`config.mk`:
```
export PLATFORM = sky130hd
export DESIGN_NAME = pipeline_reg_chain
export DESIGN_NICKNAME = d
export VERILOG_FILES = /design/src/rtl/pipe_pkg.sv /design/src/rtl/skid_buffer_stage.sv /design/src/rtl/pipeline_reg_chain.sv
export SDC_FILE = /design/constraint.sdc
export NUM_CORES = 1
export LEC_CHECK = 0
export CORE_ASPECT_RATIO = 1.75
export CORE_UTILIZATION = 58
export DETAILED_ROUTE_END_ITERATION = 10
export PLACE_DENSITY_LB_ADDON = 0.3
export SETUP_SLACK_MARGIN = 0.05
export SLEW_MARGIN = 40
export SYNTH_ARGS = -nofsm -noshare
export SYNTH_HDL_FRONTEND = slang
export SYNTH_SLANG_ARGS = --single-unit
```
`constraint.sdc`:
```
create_clock -name clk -period 5 [get_ports clk]
set_input_delay 0.75 -clock clk [delete_from_list [all_inputs] [get_ports clk]]
set_output_delay 0.75 -clock clk [all_outputs]
set_load 0.01 [all_outputs]
```
`src/rtl/pipe_pkg.sv`:
```
// -----------------------------------------------------------------------------
// pipe_pkg
// Shared definitions for the pipeline_reg_chain elastic pipeline.
//   occ_width(stages) : width of an occupancy counter able to hold 0..2*stages
//   skid_state_t      : observable fill state of one skid stage, used by
//                       checker/coverage code rather than by the datapath
// Optional feature macro used by the importing files: PIPE_FLUSH_EN.
// -----------------------------------------------------------------------------
package pipe_pkg;

    typedef enum logic [1:0] {
        EMPTY = 2'd0,
        ONE   = 2'd1,
        TWO   = 2'd2
    } skid_state_t;

    // Each stage holds at most two beats, so the count spans 0..2*stages.
    function automatic int occ_width(input int stages);
        return $clog2(2 * stages + 1);
    endfunction

endpackage

```
`src/rtl/skid_buffer_stage.sv`:
```
// -----------------------------------------------------------------------------
// skid_buffer_stage
// One elastic valid/ready stage built from a main register and a skid
// register. Upstream ready comes straight from the skid-valid flop, so there
// is no combinational path from o_ready to i_ready.
//
// Ports:
//   clk, reset_n        rising-edge clock, asynchronous active-low reset
//   flush               synchronous discard of both entries (PIPE_FLUSH_EN only)
//   i_valid/i_ready/i_data   upstream handshake
//   o_valid/o_ready/o_data   downstream handshake
//
// Optional feature macro: PIPE_FLUSH_EN (adds the flush input).
// -----------------------------------------------------------------------------
module skid_buffer_stage
    import pipe_pkg::*;
#(
    parameter int DATA_WIDTH = 8
) (
    input  logic                  clk,
    input  logic                  reset_n,
`ifdef PIPE_FLUSH_EN
    input  logic                  flush,
`endif
    input  logic                  i_valid,
    output logic                  i_ready,
    input  logic [DATA_WIDTH-1:0] i_data,
    output logic                  o_valid,
    input  logic                  o_ready,
    output logic [DATA_WIDTH-1:0] o_data
);

    logic                  m_v_q, m_v_d;
    logic [DATA_WIDTH-1:0] m_d_q, m_d_d;
    logic                  s_v_q, s_v_d;
    logic [DATA_WIDTH-1:0] s_d_q, s_d_d;

    logic drain_s;
    logic accept_s;

    assign i_ready  = !s_v_q;
    assign o_valid  = m_v_q;
    assign o_data   = m_d_q;

    assign drain_s  = m_v_q && o_ready;
    // A full skid means upstream sees i_ready = 0, so no accept can coincide
    // with a skid-to-main move.
    assign accept_s = i_valid && !s_v_q;

    // Next-state selection for the main and skid entries.
    always_comb begin
        m_v_d = m_v_q;
        m_d_d = m_d_q;
        s_v_d = s_v_q;
        s_d_d = s_d_q;
`ifdef PIPE_FLUSH_EN
        if (flush) begin
            m_v_d = 1'b0;
            s_v_d = 1'b0;
        end else
`endif
        begin
            if (drain_s) begin
                if (s_v_q) begin
                    // Oldest waiting beat moves forward; skid frees up.
                    m_v_d = 1'b1;
                    m_d_d = s_d_q;
                    s_v_d = 1'b0;
                end else if (accept_s) begin
                    m_v_d = 1'b1;
                    m_d_d = i_data;
                end else begin
                    m_v_d = 1'b0;
                end
            end else if (accept_s) begin
                if (!m_v_q) begin
                    m_v_d = 1'b1;
                    m_d_d = i_data;
                end else begin
                    // Main is stalled: park the beat so upstream is not
                    // throttled by a same-cycle ready path.
                    s_v_d = 1'b1;
                    s_d_d = i_data;
                end
            end else begin
                m_v_d = m_v_q;
                s_v_d = s_v_q;
            end
        end
    end

    // Main and skid registers with asynchronous clear.
    always_ff @(posedge clk or negedge reset_n) begin
        if (!reset_n) begin
            m_v_q <= 1'b0;
            m_d_q <= {DATA_WIDTH{1'b0}};
            s_v_q <= 1'b0;
            s_d_q <= {DATA_WIDTH{1'b0}};
        end else begin
            m_v_q <= m_v_d;
            m_d_q <= m_d_d;
            s_v_q <= s_v_d;
            s_d_q <= s_d_d;
        end
    end

endmodule

```
`src/rtl/pipeline_reg_chain.sv`:
```
// -----------------------------------------------------------------------------
// pipeline_reg_chain
// A chain of STAGES skid-buffer stages giving full throughput, STAGES cycles
// of latency and a registered in_ready. Also keeps a registered count of the
// beats currently held (0..2*STAGES).
//
// Parameters:
//   DATA_WIDTH  payload width in bits (>=1)
//   STAGES      number of skid-buffer stages (>=1)
//
// Ports:
//   clk, reset_n                  rising-edge clock, async active-low reset
//   in_data/in_valid/in_ready     upstream handshake (in_ready from a flop)
//   out_data/out_valid/out_ready  downstream handshake
//   occupancy                     beats held in the chain
//   flush                         synchronous discard (PIPE_FLUSH_EN only)
//
// Optional feature macro: PIPE_FLUSH_EN (adds the flush input and its logic).
// -----------------------------------------------------------------------------
module pipeline_reg_chain
    import pipe_pkg::*;
#(
    parameter int DATA_WIDTH = 8,
    parameter int STAGES     = 2
) (
    input  logic                             clk,
    input  logic                             reset_n,
    input  logic [DATA_WIDTH-1:0]            in_data,
    input  logic                             in_valid,
    output logic                             in_ready,
    output logic [DATA_WIDTH-1:0]            out_data,
    output logic                             out_valid,
    input  logic                             out_ready,
`ifdef PIPE_FLUSH_EN
    input  logic                             flush,
`endif
    output logic [$clog2(2*STAGES+1)-1:0]    occupancy
);

    localparam int OCC_W = occ_width(STAGES);

    // Index k is the handshake between stage k-1 and stage k; index 0 is the
    // chain input and index STAGES is the chain output.
    logic [STAGES:0]       vld_s;
    logic [STAGES:0]       rdy_s;
    logic [DATA_WIDTH-1:0] dat_s [0:STAGES];

    logic             in_xfer_s;
    logic             out_xfer_s;
    logic [OCC_W-1:0] occ_q, occ_d;

    assign vld_s[0]      = in_valid;
    assign dat_s[0]      = in_data;
    assign in_ready      = rdy_s[0];
    assign out_valid     = vld_s[STAGES];
    assign out_data      = dat_s[STAGES];
    assign rdy_s[STAGES] = out_ready;

    for (genvar k = 0; k < STAGES; k++) begin : g_stage
        skid_buffer_stage #(
            .DATA_WIDTH (DATA_WIDTH)
        ) u_stage (
            .clk     (clk),
            .reset_n (reset_n),
`ifdef PIPE_FLUSH_EN
            .flush   (flush),
`endif
            .i_valid (vld_s[k]),
            .i_ready (rdy_s[k]),
            .i_data  (dat_s[k]),
            .o_valid (vld_s[k+1]),
            .o_ready (rdy_s[k+1]),
            .o_data  (dat_s[k+1])
        );
    end

    assign in_xfer_s  = in_valid && in_ready;
    assign out_xfer_s = out_valid && out_ready;

    // Occupancy up/down step; simultaneous in and out leave it unchanged.
    always_comb begin
        occ_d = occ_q;
`ifdef PIPE_FLUSH_EN
        if (flush) begin
            occ_d = {OCC_W{1'b0}};
        end else
`endif
        begin
            case ({in_xfer_s, out_xfer_s})
                2'b10:   occ_d = occ_q + OCC_W'(1);
                2'b01:   occ_d = occ_q - OCC_W'(1);
                default: occ_d = occ_q;
            endcase
        end
    end

    // Occupancy register; bounded by the stage capacity, so no saturation logic.
    always_ff @(posedge clk or negedge reset_n) begin
        if (!reset_n) begin
            occ_q <= {OCC_W{1'b0}};
        end else begin
            occ_q <= occ_d;
        end
    end

    assign occupancy = occ_q;

endmodule
```
==> results.txt, run 1 <==
Synth Cell Area: 1923 um^2
Largest family of logic cells by synthesized area: compound AO/OA/AOI/OAI gates
Global-route wire length before repair: 5.885 mm
Yosys Warn Count: 0
Clock Latency Late Sink: 290 ps
Max-cap violation count: 0
Final period util: 50.94%
DIE WIDTH: 45.53 um
Adder-Cell Fraction of Synth Area: 1.041%
GRT Overall Usage: 22.50%
Critical path's top delay family: simple AND/OR/NAND/NOR gates
EDFF count, synth: 0
PortBufs: 24
Max Transition Viols Final: 0
H-tree Lvls: 2
Final layout net count: 189
Synth Instances: 161
Clk root buf: clkbuf_8
Async set or reset register ratio after synthesis: 100.0%
Worst path buffer plus inverter count: 1
Die height: 78.17 um
Ant diodes: 0
Status: finished clean
Drt pass-1 iters: 4
DRT Wirelength: 3.325 mm
CP endpoint: occupancy[2]
Synth Net Count: 174
Clk slew on worst S/H paths: 70 ps
Clk sinks: 39
WP depth: 7
RSZ-0062 raised after global routing: false
Avg Cell Area, Syn: 11.94 um^2
R2R Setup Slk: 3030 ps
Clock network fraction of total power: 14.2%
Core Area: 3142 um^2
Slowest-stage cell, CP: clkdlybuf4s50_1
Synth Area in Compound Gates: 17.24%
R2R depth: 6
Rows: 27
Starting density of the core: 61.21%
Worst setup SP type: primary input
Clk_skew: 2.353 ps
Antenna violations before repair: 0
CP startpoint: in_valid
Area grow syn2layout: 13.27%
DR vias: 1291
Longest Clk Path Bufs: 2
Pwr/cell area: 665.2 nW/um^2
Min cycle time layout: 2547 ps
Post-synthesis mux area share: 10.47%
Critical path type: in2reg
Synth Register Bits: 39
Post-synthesis sequential area ratio: 50.75%
Static leakage power: 0.0008565 uW
Avg WL per Cell: 15.11 um
Largest net degree at the start of global routing: 40
Final hold vios: 0
Fin area: 2178 um^2
Maximum vdd drop: 0.3867 mV
Final GP Congestion: 0.8412
Final core occ: 69.33%
Worst setup EP type: register
Post-CTS Setup Repair Bufs: 0
P_int: 913.3 uW
Largest area contributor in the netlist: dfrtp_1
Post-cts sizing count: 0
Remaining antenna violation count: 0
Sw power: 535.8 uW
Most frequent cell after synthesis: dfrtp_1
Post-route DRC: 0
Switching Share: 36.97%
Layout cell share with drive strength beyond 1: 23.16%
Top cells by count, synth: dfrtp_1 (39), mux2_2 (16), a21oi_1 (11), buf_4 (11), o21ai_0 (10)
Critical Path RT: 5180 ps
Final setup fails: 0
Hold_buf cts: 0
CTS Buf Count: 5
Yosys top cell area share: 50.75%
Via/cell ratio: 5.868
Gr ovfl total: 0
Synth Area in XOR/XNOR: 1.366%
Comb power frac: 42.3%
Final TNS setup: 0 ps
Simple-Gate Fraction of Synth Area: 12.04%
Area of the die: 3559 um^2
Reg-to-Reg Start: g_stage[0].u_stage.s_v_q
Worst-path cell chain: clkdlybuf4s50_1 > nor2b_2 > nor2_1 > fa_1 > and3b_1 > mux2i_1 > xnor2_1
Crit Path Max Fanout: 11
Filler cells: 233
Dominant cells by area after synthesis: dfrtp_1 (51%), mux2_2 (9.4%), o221a_2 (4.7%)
Worst Tran Pin Value: 485.2 ps
Vias in the first global route: 1353
CTS tree: yes
Type of the worst min-delay path: in2async
Main synth FF type: dfrtp_1
DP HPWL: 2.535 mm
Reg-to-Reg End: occupancy[2]
Initial DRC count: 19
Number of I/O pins: 25
Achievable Freq: 0.3927 GHz
Critical Path AT: 2720 ps
Placed Area: 2087 um^2
Slew margin rel.: 67.50%
Post-synthesis cell type count: 32
CP peak stage delay: 530 ps
Part of the power in registers: 43.5%
## power by group through the flow
stage	sequential, uW	clock (uW)	combinational [uW]
final	631	206	612
after global routing	654	226	678
after CTS	631	211	620
after detailed placement	638	0	619
after global placement	621	0	592
after floorplan	577	0	538
## cell families after synthesis
kind of cell	Yosys count
flops	39
simple gates	34
xor+xnor	3
fa+ha+maj	1
mux	18
compound gates	47
buf+inv	19
## registers in the layout (all words and copies together) (netlist names)
register	flops
g_stage.u_stage.s_v_q	2
g_stage.u_stage.o_data	16
g_stage.u_stage.s_d_q	16
g_stage.u_stage.o_valid	2
occupancy	3
## stage by stage
stage | setup slack, ps | std cells | hold slack [ps] | total power, uW
finish | 2453 | 220 | 419.0 | 1449
global route | 2330 | 220 | 452.3 | 1559
CTS | 2461 | 220 | 482.6 | 1462
detailed placement | 2161 | 212 | 472.4 | 1258
global placement | 2260 | 212 | 468.1 | 1213
floorplan | 3015 | 161 | 454.4 | 1116
## how the worst min path moves through the flow
stage,start,end,depth (start not counted)
after CTS,occupancy[2],occupancy[2],1
after global routing,reset_n,g_stage[1].u_stage.o_data[5],1
after floorplan,reset_n,g_stage[0].u_stage.o_data[0],0
after global placement,occupancy[2],occupancy[2],1
final,reset_n,g_stage[1].u_stage.s_v_q,1
after detailed placement,occupancy[2],occupancy[2],1
## layer usage
metal,GRT usage (%),part of all wire [%],vias up
met3,5.747,3.3,8
met2,39.14,57,28
li1,-,-,617
met4,10.00,2.2,0
met1,24.07,37,638
met5,0,0,-
## worst reg2reg max path, delay by kind of cell, from the launching register on
kind	cells	cell delay, ps
multiplexers	1	90
XOR/XNOR	1	150
flip-flops	1	440
AND/OR/NAND/NOR	3	790
adder cells (fa/ha/maj)	1	390
## placed cells by master (no fill, tap or decap)
| cell | instances |
|---|---|
| dfrtp_1 | 39 |
| clkdlybuf4s50_1 | 23 |
| mux2_2 | 16 |
| a21oi_1 | 11 |
| o21ai_0 | 10 |
| nand3b_1 | 9 |
| o22ai_1 | 8 |
| nor3_1 | 8 |
| a211oi_1 | 8 |
| o221a_2 | 8 |
| clkbuf_8 | 5 |
| nand2_1 | 4 |
| inv_1 | 3 |
| nand2_2 | 2 |
| nor2_1 | 2 |
| nand2b_1 | 2 |
| xnor2_1 | 2 |
| clkinvlp_4 | 2 |
| nor2b_2 | 1 |
| nand2b_4 | 1 |
| nor2_8 | 1 |
| mux2_1 | 1 |
| nand4_2 | 1 |
| and3b_1 | 1 |
| a21boi_0 | 1 |
| mux2i_1 | 1 |
| or2_2 | 1 |
| a21boi_4 | 1 |
| nor2b_1 | 1 |
| xor2_1 | 1 |
| fa_1 | 1 |
| clkinv_2 | 1 |
| buf_4 | 1 |
## area by class of cell
class / count / area [um^2] / area share (%)
flip-flops and latches: 39 / 975.9 / 44.80
multi-input cells: 103 / 810.8 / 37.22
repair buffers: 24 / 237.7 / 10.91
clock buffers: 5 / 68.82 / 3.159
well taps: 43 / 53.80 / 2.470
clock inverters: 3 / 20.02 / 0.9190
inverters: 3 / 11.26 / 0.5169
Note: power is estimated with default switching activity, not from simulation.
==> inputs of run 2 (changes only) <==
--- a/config.mk
+++ b/config.mk
@@ -6,7 +6,7 @@
 export NUM_CORES = 1
 export LEC_CHECK = 0
 export CORE_ASPECT_RATIO = 1.75
-export CORE_UTILIZATION = 58
+export CORE_UTILIZATION = 54
 export DETAILED_ROUTE_END_ITERATION = 10
 export PLACE_DENSITY_LB_ADDON = 0.3
 export SETUP_SLACK_MARGIN = 0.05
==> constraint.sdc (replaced) <==
create_clock -name clk -period 2.37 [get_ports clk]
set_input_delay 0.3555 -clock clk [delete_from_list [all_inputs] [get_ports clk]]
set_output_delay 0.3555 -clock clk [all_outputs]
set_load 0.01 [all_outputs]
==> results.txt, run 2 (same netlist as run 1, synthesis figures left out) <==
Status: finished clean (unchanged)
WL met2: 1.927 mm (was 1.908 mm)
Maximum vdd drop: 0.8957 mV (was 0.3867 mV)
Top layer in use: met4 (unchanged)
Achievable Freq: 0.5252 GHz
Via/cell ratio: 5.804 (was 5.868)
P_int: 1950 uW (was 913.3 uW)
PortBufs: 24 (unchanged)
Post-CTS Setup Repair Bufs: 0 (unchanged)
Pwr/cell area: 1399 nW/um^2 (was 665.2 nW/um^2)
Worst path buffer plus inverter count: 1 (unchanged)
DIE WIDTH: 47.11 um (was 45.53 um)
Max Transition Viols Final: 0 (unchanged)
Pwr Total: 3073 uW (was 1449 uW)
R2R Setup Slk: 680 ps (was 3030 ps)
Worst setup EP type: primary output (was register)
Switching Share: 36.54% (was 36.97%)
Met3 WL: 101 um (was 111 um)
Post-route DRC: 0 (unchanged)
Worst setup SP type: register (was primary input)
Reg-to-Reg End: occupancy[2] (unchanged)
Reg-to-Reg Start: g_stage[1].u_stage.o_valid (was g_stage[0].u_stage.s_v_q)
DR vias: 1306 (was 1291)
Met1 WL: 1.285 mm (was 1.230 mm)
Final GP Congestion: 0.7894 (was 0.8412)
Part of the power in registers: 43.1% (was 43.5%)
Critical Path AT: 1550 ps (was 2720 ps)
Number of I/O pins: 25 (unchanged)
Clk_skew: 4.000 ps (was 2.353 ps)
Die height: 80.95 um (was 78.17 um)
Crit Path Max Fanout: 16 (was 11)
Vias in the first global route: 1350 (was 1353)
Clock network fraction of total power: 13.8% (was 14.2%)
Rows: 28 (was 27)
Max-cap violation count: 0 (unchanged)
Global-route wire length before repair: 5.775 mm (was 5.885 mm)
Critical path's top delay family: flip-flops (was simple AND/OR/NAND/NOR gates)
Slew margin rel.: 68.30% (was 67.50%)
Commonest non-fill, non-tap cell in the layout: dfrtp_1 (unchanged)
Clk slew on worst S/H paths: 70 ps (about the same)
Clk root buf: clkbuf_8 (unchanged)
Final hold vios: 0 (unchanged)
Final period util: 80.34%
R2R depth: 6 (unchanged)
Multi-input logic area: 810.8 um^2 (unchanged)
Drt pass-1 iters: 4 (unchanged)
DP HPWL: 2.566 mm (was 2.535 mm)
Ant diodes: 0 (unchanged)
Final setup fails: 0 (unchanged)
Type of the worst min-delay path: in2async (unchanged)
Initial DRC count: 16 (was 19)
CP peak stage delay: 630 ps (was 530 ps)
Slowest-stage cell, CP: dfrtp_1 (was clkdlybuf4s50_1)
Sw power: 1123 uW (was 535.8 uW)
Final TNS setup: 0 ps (unchanged)
Static leakage power: 0.0008728 uW (was 0.0008565 uW)
Gr ovfl total: 0 (unchanged)
Starting density of the core: 56.59% (was 61.21%)
Antenna violations before repair: 0 (unchanged)
Area grow syn2layout: 14.18% (was 13.27%)
Area of the die: 3813 um^2 (was 3559 um^2)
Critical path type: reg2out (was in2reg)
Filler cells: 275 (was 233)
Longest Clk Path Bufs: 2 (unchanged)
Comb power frac: 43.1% (was 42.3%)
Post-cts sizing count: 0 (unchanged)
Hold_buf cts: 0 (unchanged)
DRT Wirelength: 3.386 mm (was 3.325 mm)
Remaining antenna violation count: 0 (unchanged)
CTS tree: yes (unchanged)
CTS Buf Count: 5 (unchanged)
Layout cell share with drive strength beyond 1: 23.33% (was 23.16%)
Most frequent cells in the layout: dfrtp_1 (39), clkdlybuf4s50_1 (23), mux2_2 (16), a21oi_1 (11), o21ai_0 (10) (unchanged)
H-tree Lvls: 2 (unchanged)
Final layout net count: 192 (was 189)
Worst-path cell chain: clkdlybuf4s50_1 (was clkdlybuf4s50_1 > nor2b_2 > nor2_1 > fa_1 > and3b_1 > mux2i_1 > xnor2_1)
Worst Tran Pin Value: 475.5 ps (was 485.2 ps)
Largest net degree at the start of global routing: 40 (unchanged)
Clock Latency Late Sink: 290 ps (about the same)
Clk sinks: 39 (unchanged)
Min cycle time layout: 1904 ps
GRT Overall Usage: 21.03% (was 22.50%)
Seq. cell area: 975.9 um^2 (unchanged)
RSZ-0062 raised after global routing: false (unchanged)
Core Area: 3398 um^2 (was 3142 um^2)
Critical Path RT: 2010 ps (was 5180 ps)
Avg WL per Cell: 15.05 um (was 15.11 um)
run 2: metal layers:
layer  GRT usage (%)  vias up
li1                -      626
met1           22.39      645
met2           36.25       28
met3           5.556        7
met4           10.57        0
met5               0        -
run 2: power by group through the flow:
stage / clock network, uW / registers (uW) / logic [uW]
finish: 423 / 1330 / 1320
global route: 464 / 1380 / 1450
CTS: 437 / 1320 / 1340
detailed placement: 0 / 1340 / 1340
global placement: 0 / 1310 / 1280
floorplan: 0 / 1220 / 1140
run 2: through the flow:
stage / hold WS (ps) / worst slack [ps] / area, um^2 / instances / util (%)
2_1_floorplan: 59.91 / 721.3 / 1923 / 161 / -
3_3_place_gp: 464.2 / 368.2 / 2112 / 217 / 62.15
3_5_place_dp: 476.8 / 275.7 / 2112 / 217 / 62.15
4_1_cts: 188.8 / 486.9 / 2193 / 225 / 64.54
5_1_grt: 59.39 / 446.5 / 2196 / 225 / 64.62
6_report: 18.84 / 465.9 / 2196 / 225 / 64.62
run 2: how the worst max path moves through the flow:
stage / cells after the start / slack (ps) / end / startpoint
floorplan: 7 / 720 / occupancy[2] / g_stage[0].u_stage.s_v_q
global placement: 7 / 370 / occupancy[2] / in_valid
detailed placement: 7 / 280 / occupancy[2] / in_valid
CTS: 1 / 490 / out_valid / g_stage[1].u_stage.o_valid
global route: 1 / 450 / out_valid / g_stage[1].u_stage.o_valid
finish: 1 / 470 / out_valid / g_stage[1].u_stage.o_valid
run 2: final cells by class:
type / count / share of cell area, %
clock inverter: 1 / 0.2279
inverter: 3 / 0.5128
multi-input combinational: 103 / 36.92
clock buffer: 7 / 3.476
sequential: 39 / 44.44
timing repair buffer: 27 / 11.85
tap: 45 / 2.564
run 2: worst register-to-register path: stages (launching register included):
cell     delay (ps)
dfrtp_1         550
nand2_2         150
nor2_1           60
fa_1            370
and3b_1         230
mux2i_1          80
xnor2_1         130
==> inputs of run 3 (changes only) <==
==> constraint.sdc (replaced) <==
create_clock -name clk -period 1.8 [get_ports clk]
set_input_delay 0.27 -clock clk [delete_from_list [all_inputs] [get_ports clk]]
set_output_delay 0.27 -clock clk [all_outputs]
set_load 0.01 [all_outputs]
==> results.txt, run 3 (same netlist as run 1, synthesis figures left out) <==
Clk sinks: 39 (unchanged)
Initial DRC count: 32 (was 16)
Maximum vdd drop: 1.503 mV (was 0.8957 mV)
Clk slew on worst S/H paths: 80 ps (was 70 ps)
Final period util: 92.59%
Worst Tran Pin Value: 483.8 ps (was 475.5 ps)
Area grow syn2layout: 18.48% (was 14.18%)
Worst path buffer plus inverter count: 1 (unchanged)
Non-filler instance count after layout: 229 (was 225)
Status: finished clean (unchanged)
Critical Path AT: 1400 ps (was 1550 ps)
PortBufs: 24 (unchanged)
Worst setup SP type: register (unchanged)
Worst-path cell chain: clkdlybuf4s50_1 (unchanged)
Crit Path Max Fanout: 9 (was 16)
Post-CTS Setup Repair Bufs: 0 (unchanged)
GRT busiest layer: met2 (unchanged)
Drt pass-1 iters: 4 (unchanged)
Post-route DRC: 0 (unchanged)
Cell count after placement: 221 (was 217)
Hold_buf cts: 0 (unchanged)
DP HPWL: 2.647 mm (was 2.566 mm)
Final setup fails: 0 (unchanged)
Clk_skew: 4.841 ps (was 4.000 ps)
Critical path type: reg2out (unchanged)
Slew margin rel.: 67.74% (was 68.30%)
P_int: 2865 uW (was 1950 uW)
Longest Clk Path Bufs: 2 (unchanged)
DR vias: 1337 (was 1306)
R2R depth: 6 (unchanged)
Number of I/O pins: 25 (unchanged)
H-tree Lvls: 2 (unchanged)
Gr ovfl total: 0 (unchanged)
Pwr Total: 4421 uW (was 3073 uW)
Post-cts sizing count: 0 (unchanged)
Commonest non-fill, non-tap cell in the layout: dfrtp_1 (unchanged)
M1 GR Usage: 25.30% (was 22.39%)
Clock network fraction of total power: 19.6% (was 13.8%)
GRT Overall Usage: 22.38% (was 21.03%)
Critical Path RT: 1530 ps (was 2010 ps)
Rows: 28 (unchanged)
Antenna violations before repair: 0 (unchanged)
CTS Buf Count: 5 (unchanged)
WP depth: 1 (unchanged)
Placed Area: 2142 um^2 (was 2112 um^2)
DRT Wirelength: 3.616 mm (was 3.386 mm)
Max Transition Viols Final: 0 (unchanged)
Largest net degree at the start of global routing: 40 (unchanged)
Slowest-stage cell, CP: clkdlybuf4s50_1 (was dfrtp_1)
R2R Setup Slk: 220 ps (was 680 ps)
Ant diodes: 0 (unchanged)
RSZ-0062 raised after global routing: false (unchanged)
Avg WL per Cell: 15.79 um (was 15.05 um)
Worst setup EP type: primary output (unchanged)
Layout cell share with drive strength beyond 1: 26.09% (was 23.33%)
Clk root buf: clkbuf_8 (unchanged)
Die height: 80.95 um (unchanged)
Switching Share: 35.19% (was 36.54%)
Clock Latency Late Sink: 290 ps (about the same)
Final layout net count: 196 (was 192)
Type of the worst min-delay path: in2async (unchanged)
Critical path's top delay family: buffers and inverters (was flip-flops)
Final GP Congestion: 0.8355 (was 0.7894)
Grt met2 use: 37.22% (was 36.25%)
Via/cell ratio: 5.838 (was 5.804)
Static leakage power: 0.0009131 uW (was 0.0008728 uW)
Min cycle time layout: 1667 ps
Starting density of the core: 56.59% (unchanged)
Final setup margin: 133.3 ps (was 465.9 ps)
CTS tree: yes (unchanged)
Core Area: 3398 um^2 (unchanged)
Fin area: 2278 um^2 (was 2196 um^2)
Remaining antenna violation count: 0 (unchanged)
DIE WIDTH: 47.11 um (unchanged)
Final hold vios: 0 (unchanged)
Pre-CTS WS: -103.4 ps (was 275.7 ps)
Pwr/cell area: 1940 nW/um^2 (was 1399 nW/um^2)
Global-route wire length before repair: 6.085 mm (was 5.775 mm)
Part of the power in registers: 39.5% (was 43.1%)
Most frequent cells in the layout: dfrtp_1 (39), clkdlybuf4s50_1 (23), mux2_2 (16), a21oi_1 (11), o21ai_0 (10) (unchanged)
Met3 Use GR: 4.222% (was 5.556%)
CP peak stage delay: 600 ps (was 630 ps)
Vias in the first global route: 1403 (was 1350)
Area of the die: 3813 um^2 (unchanged)
Min Hold Slack: 20.14 ps (was 18.84 ps)
Max-cap violation count: 0 (unchanged)
Comb power frac: 40.9% (was 43.1%)
Achievable Freq: 0.6000 GHz
Sw power: 1556 uW (was 1123 uW)
-- run 3: final timing paths --
check,to,startpoint
max,out_valid,g_stage[1].u_stage.o_valid
min,g_stage[1].u_stage.o_valid,reset_n
max reg2reg,occupancy[2],g_stage[0].u_stage.s_v_q
min reg2reg,occupancy[2],occupancy[2]
max in group asynchronous,g_stage[0].u_stage.s_d_q[7],reset_n
min in group clk,occupancy[2],occupancy[2]
-- run 3: metrics by stage --
step                      util, %  TNS [ps]
after floorplan                 -         0
after global placement      63.03    -34.62
after detailed placement    63.03    -103.4
after CTS                   67.05         0
after global routing        67.05         0
final                       67.05         0
-- run 3: power by group through the flow --
stage               registers [uW]  logic (uW)  clock network (uW)
global placement              1710        1710                   0
detailed placement            1760        1810                   0
finish                        1740        1810                 867
CTS                           1740        1820                 885
global route                  1800        1990                 925
floorplan                     1600        1500                   0
-- run 3: layout make-up --
cell class / instances / area, um^2
fill: 259 / 1120
sequential: 39 / 975.9
multi-input combinational: 103 / 810.8
timing repair buffer: 31 / 287.8
clock buffer: 5 / 68.82
clock inverter: 3 / 67.56
tap: 45 / 56.30
inverter: 3 / 11.26
-- run 3: layer usage --
layer / vias up / routed length [um]
met2: 38 / 2013
met4: 0 / 82
met3: 9 / 123
met5: - / 0
li1: 634 / -
met1: 656 / 1396
